==> config.mk <==
export PLATFORM = sky130hd
export DESIGN_NAME = light_phase_timer
export DESIGN_NICKNAME = d
export VERILOG_FILES = /design/src/rtl/tl_pkg.sv /design/src/rtl/sec_prescaler.sv /design/src/rtl/light_phase_timer.sv
export SDC_FILE = /design/constraint.sdc
export NUM_CORES = 1
export LEC_CHECK = 0
export BUFFER_PORTS_ARGS = -buffer_cell sky130_fd_sc_hd__buf_4
export CAP_MARGIN = 20
export CORE_MARGIN = 2
export CORE_UTILIZATION = 50
export CTS_BUF_LIST = sky130_fd_sc_hd__clkbuf_8
export DETAILED_ROUTE_END_ITERATION = 8
export GPL_TIMING_DRIVEN = 0
export PLACE_DENSITY = 0.73
export RECOVER_POWER = 100
export SYNTH_ARGS = -nofsm -noshare
export SYNTH_HDL_FRONTEND = slang
export SYNTH_SLANG_ARGS = --single-unit
==> constraint.sdc <==
create_clock -name clk -period 1.8 [get_ports clk]
set_input_delay 0.36 -clock clk [delete_from_list [all_inputs] [get_ports clk]]
set_output_delay 0.36 -clock clk [all_outputs]
set_load 0.03 [all_outputs]
==> src/rtl/tl_pkg.sv <==
// ============================================================================
// Module   : tl_pkg
// Brief    : Light codes, phase/traffic-light state encodings, phase decoder.
// Revision : 1.0
// ============================================================================
`default_nettype none

package tl_pkg;

  localparam logic [1:0] LIGHT_GREEN  = 2'b00;
  localparam logic [1:0] LIGHT_RED    = 2'b01;
  localparam logic [1:0] LIGHT_YELLOW = 2'b10;

  typedef enum logic [1:0] {
    IDLE   = 2'd0,
    GREEN  = 2'd1,
    YELLOW = 2'd2,
    FAULT  = 2'd3
  } phase_t;

  typedef enum logic [1:0] {
    TL_NS_GREEN  = 2'd0,
    TL_NS_YELLOW = 2'd1,
    TL_EW_GREEN  = 2'd2,
    TL_EW_YELLOW = 2'd3
  } tl_state_t;

  function automatic phase_t decode_phase(input logic [1:0] es, input logic [1:0] ns);
    phase_t result;
    result = FAULT;
    if ((es == LIGHT_GREEN && ns == LIGHT_RED) || (es == LIGHT_RED && ns == LIGHT_GREEN))
      result = GREEN;
    else if ((es == LIGHT_YELLOW && ns == LIGHT_RED) || (es == LIGHT_RED && ns == LIGHT_YELLOW))
      result = YELLOW;
    return result;
  endfunction

endpackage

`default_nettype wire

==> src/rtl/sec_prescaler.sv <==
// ============================================================================
// Module   : sec_prescaler
// Brief    : Wrapping 0..CLK_PER_SEC-1 counter producing a one-second tick.
// Revision : 1.0
// ============================================================================
`default_nettype none

module sec_prescaler #(
  parameter int CLK_PER_SEC = 50000000
) (
  input  logic clk,
  input  logic rst,
  input  logic clear,
  input  logic hold,
  output logic sec_tick
);

  localparam int c_WIDTH = (CLK_PER_SEC > 1) ? $clog2(CLK_PER_SEC) : 1;
  localparam logic [c_WIDTH-1:0] c_MAX = c_WIDTH'(CLK_PER_SEC - 1);

  logic [c_WIDTH-1:0] r_count;

  // Clear wins over hold so a phase change always restarts the second.
  always_ff @(posedge clk or negedge rst) begin
    if (!rst)
      r_count <= '0;
    else if (clear)
      r_count <= '0;
    else if (!hold)
      r_count <= (r_count == c_MAX) ? '0 : r_count + c_WIDTH'(1);
  end

  assign sec_tick = (r_count == c_MAX);

endmodule

`default_nettype wire

==> src/rtl/light_phase_timer.sv <==
// ============================================================================
// Module   : light_phase_timer
// Brief    : Times green/yellow phases of a light pair; optional hold input
//            enabled by macro PHASE_HOLD_EN.
// Revision : 1.0
// ============================================================================
`default_nettype none

module light_phase_timer
  import tl_pkg::*;
#(
  parameter int CLK_PER_SEC = 50000000,
  parameter int GREEN_SEC   = 10,
  parameter int YELLOW_SEC  = 2
) (
  input  logic       clk,
  input  logic       rst,
`ifdef PHASE_HOLD_EN
  input  logic       hold,
`endif
  input  logic [1:0] es_light,
  input  logic [1:0] ns_light,
  output logic       count_10,
  output logic       count_2,
  output logic [3:0] sec_cnt,
  output logic       phase_err
);

  phase_t     r_state;
  phase_t     w_next_state;
  phase_t     w_phase;
  logic       w_change;
  logic       w_active;
  logic       w_clear;
  logic       w_hold;
  logic       w_tick;
  logic       w_count;
  logic       w_at_limit;
  logic [3:0] w_limit;
  logic [3:0] r_sec_cnt;
  logic       r_count_10;
  logic       r_count_2;
  logic       r_phase_err;

`ifdef PHASE_HOLD_EN
  assign w_hold = hold;
`else
  assign w_hold = 1'b0;
`endif

  sec_prescaler #(
    .CLK_PER_SEC (CLK_PER_SEC)
  ) u_sec_prescaler (
    .clk      (clk),
    .rst      (rst),
    .clear    (w_clear),
    .hold     (w_hold),
    .sec_tick (w_tick)
  );

  always_ff @(posedge clk or negedge rst) begin
    if (!rst)
      r_state <= IDLE;
    else
      r_state <= w_next_state;
  end

  // Counting only happens in a stable timed phase; a tick on a phase-change edge is discarded.
  always_comb begin
    w_phase      = decode_phase(es_light, ns_light);
    w_next_state = w_phase;
    w_change     = (w_phase != r_state);
    w_active     = (r_state == GREEN) || (r_state == YELLOW);
    w_clear      = w_change || !w_active;
    w_count      = w_tick && !w_clear && !w_hold;
    w_limit      = (r_state == GREEN) ? 4'(GREEN_SEC - 1) : 4'(YELLOW_SEC - 1);
    w_at_limit   = w_count && (r_sec_cnt == w_limit);
  end

  always_ff @(posedge clk or negedge rst) begin
    if (!rst) begin
      r_sec_cnt   <= 4'd0;
      r_count_10  <= 1'b0;
      r_count_2   <= 1'b0;
      r_phase_err <= 1'b0;
    end else begin
      if (w_clear || w_at_limit)
        r_sec_cnt <= 4'd0;
      else if (w_count)
        r_sec_cnt <= r_sec_cnt + 4'd1;
      r_count_10  <= w_at_limit && (r_state == GREEN);
      r_count_2   <= w_at_limit && (r_state == YELLOW);
      r_phase_err <= (w_phase == FAULT);
    end
  end

  assign count_10  = r_count_10;
  assign count_2   = r_count_2;
  assign sec_cnt   = r_sec_cnt;
  assign phase_err = r_phase_err;

endmodule

`default_nettype wire

==> metrics <==
outcome completed; Avg Vias per Cell about 6; first-pass GRT wire length about 6900 µm; antenna-violating nets left 0; Largest stage delay, worst path between 0.5 and 0.6 ns; overall power around 1.4 mW; gr ovfl total 0; antenna diode count 0; DRC viols 0; fmax 568 MHz; Worst Path Arrival between 1.5 and 2 ns; CP Launch Type flip-flop; EDFF count, synth 0; die area 4560 µm²; Iter 0 DRT Violations a little under 80; worst hold path type primary input to async pin; Synth area leaders dfrtp_1, a211oi_1, xor2_1; Rel. slew slack 41.0%; PwrDens between 500 and 600 nW/µm²; Post-synth top cells dfrtp_1, nor3_1, a211oi_1, nand3_1, nand2_1; synth unique cells 44; htree depth 2; Max Buffers Root-to-Sink 2; clk_skew 0.00850 ns; Final min period 1.76 ns; Seq/Total Area, Yosys about 43%; Cells after Synth around 200; Comb pwr share approximately 7.8%; Crit. Startpoint u_sec_prescaler.r_count[20]$_DFF_PN0_; initial core utilization roughly 51%; Area Growth Syn to Fin 21.8%; critical path peak fanout 7; gpl congestion slightly above 0.8; Mapped Area slightly above 2000 µm²; Internal 1.08 mW; FF+latch area approximately 900 µm²; vias in the first global route 1,472; final number of setup-violating endpoints 0; CTS Hold Bufs 0; Seq pwr share between 50% and 60%; Main synth FF type dfrtp_1; I/O pins 13; layout cells sized above 1 between 30% and 40%; Worst-Margin Slew 0.884 ns; Clk pwr share 36.4%; RSZ-0062 raised after global routing true; Worst VDD drop 426 µV; Post-synth ARST share 100%; Worst EP required between 2 and 2.5 ns; switch share 24.2%; Final Hold Fails 0; Leakage 0.959 nW; top cell type's share of synthesized area 43.4%; Nets between 200 and 250; WL final 4600 µm; DRT Pass-1 Iters 4; post-synthesis net count around 210; Std-Cell Rows 23; CP Class flip-flop to flip-flop; fin cells about 280; Core Region 3940 µm²; clock root buffer clkbuf_8; Fillers 344; Tot GR Track Use approximately a fifth; Syn. warnings 0; DR WL/cell 16.2 µm; #FFs+latches synth 35; Die Width 67.6 µm; crit-path cells and4_1 -> nand2_1 -> or4_1 -> a211oi_2; post-synth top area cell dfrtp_1; clk slew on worst S/H paths approximately 0.070 ns; top-count cell post-synth dfrtp_1; initial antenna violation count 0; Slew Viols, Final 0; dpl cells 264; Die Ht 67.6 µm; DP HPWL roughly 2900 µm; CTS Sinks 35; Final period util between 90 and 100%; Net Switching approximately 0.35 mW; I/O Buffers 12; footprint of the multi-input gates 1160 µm²; DR vias 1,664; CTS tree built; Num CTS Buffers 5; pin count of the biggest net entering global routing 36; Worst-Skew Late Latency ~0.3 ns; max-capacitance violation count 0; Worst R2R Start u_sec_prescaler.r_count[20]$_DFF_PN0_; slowest cell on the critical path or4_1; Setup crit end kind flip-flop; Syn Area/Cell between 9 and 10 µm²
[final timing paths]
check | cells past startpoint | endpoint | slack [ns]
max | 4 | u_sec_prescaler.r_count[25]$_DFF_PN0_ | 0.04
max in group asynchronous | 1 | u_sec_prescaler.r_count[5]$_DFF_PN0_ | 1.01
max reg2reg | 4 | u_sec_prescaler.r_count[25]$_DFF_PN0_ | 0.04
min | 1 | u_sec_prescaler.r_count[18]$_DFF_PN0_ | 0.17
min reg2reg | 2 | u_sec_prescaler.r_count[0]$_DFF_PN0_ | 0.58
min in group clk | 3 | r_state[1]$_DFF_PN0_ | 0.30
[cells by family after synthesis]
group,share of synthesized area [%]
buf+inv,4.89
fa+ha+maj,3.10
flops,43.4
compound gates,12.8
simple gates,29.7
xor+xnor,6.07
[state kept, by name, indices dropped and copies added, names as in the netlist]
signal	cells
count_10	1
count_2	1
phase_err	1
r_state	2
sec_cnt	4
u_sec_prescaler.r_count	26
[cells in the final DEF, fill, tap and decap left out, types with 5 or more instances in the layout]
cell type  instances
nor2_1             6
clkbuf_1           8
a211oi_2          12
xnor2_1            5
and3_1             5
dfrtp_1           26
xor2_1             9
inv_1             10
nand2_1           10
nand3_1           10
clkbuf_8           5
nor3_1            11
buf_4             18
a21oi_1            6
nand4_1            6
buf_6              5
o21ai_0            7
or3_1              7
o31ai_1            6
dfrtp_2            9
[power by group through the flow]
stage	Combinational (mW)	Sequential [mW]	Clock (mW)
2_1_floorplan	0.0416	0.816	0
3_3_place_gp	0.0880	0.814	0
3_5_place_dp	0.0888	0.814	0
4_1_cts	0.0959	0.797	0.537
5_1_grt	0.123	0.797	0.572
6_report	0.112	0.797	0.521
[worst max-delay path, delay by kind of cell, from the launching register on]
family | cells | cell delay, ns
simple gates | 3 | 1.02
flops | 1 | 0.44
compound gates | 1 | 0.23
[layer usage]
metal  GRT usage, %  wire, µm  part of all wire, %  up-vias
met1           26.8      2140                   47      799
met4           10.7       105                  2.3        0
met5              0         0                    0        -
met2           32.6      2200                   48       27
li1               -         -                    -      829
met3           4.50       144                  3.1        9
[stage by stage]
step | util, % | hold slack [ns] | TNS (ns) | setup WS (ns) | cell area, µm²
6_report | 62.4 | 0.174 | 0 | 0.0387 | 2460
3_5_place_dp | 55.2 | 0.343 | -6.13 | -0.334 | 2170
5_1_grt | 62.4 | 0.260 | -0.0843 | -0.0275 | 2460
4_1_cts | 58.4 | 0.0264 | 0 | 0.00896 | 2300
3_3_place_gp | 55.2 | 0.345 | -7.02 | -0.365 | 2170
2_1_floorplan | - | 0.0644 | 0 | 0.0101 | 2020
[timing repair]
item / in CTS / in global routing
gates resized for setup: 3 / 46
setup endpoints to repair: 32 / 32
pin swaps: 2 / 8
setup buffers: 6 / 6
cloned: 0 / 2
[area by class of cell]
class	instances	area share, %
buffer	9	3.15
clock buffer	5	2.80
clock inverter	1	0.153
inverter	9	1.37
multi-input combinational	148	47.2
sequential	35	36.1
tap	50	2.54
timing repair buffer	26	6.77
Note: power is estimated with default switching activity, not from simulation.
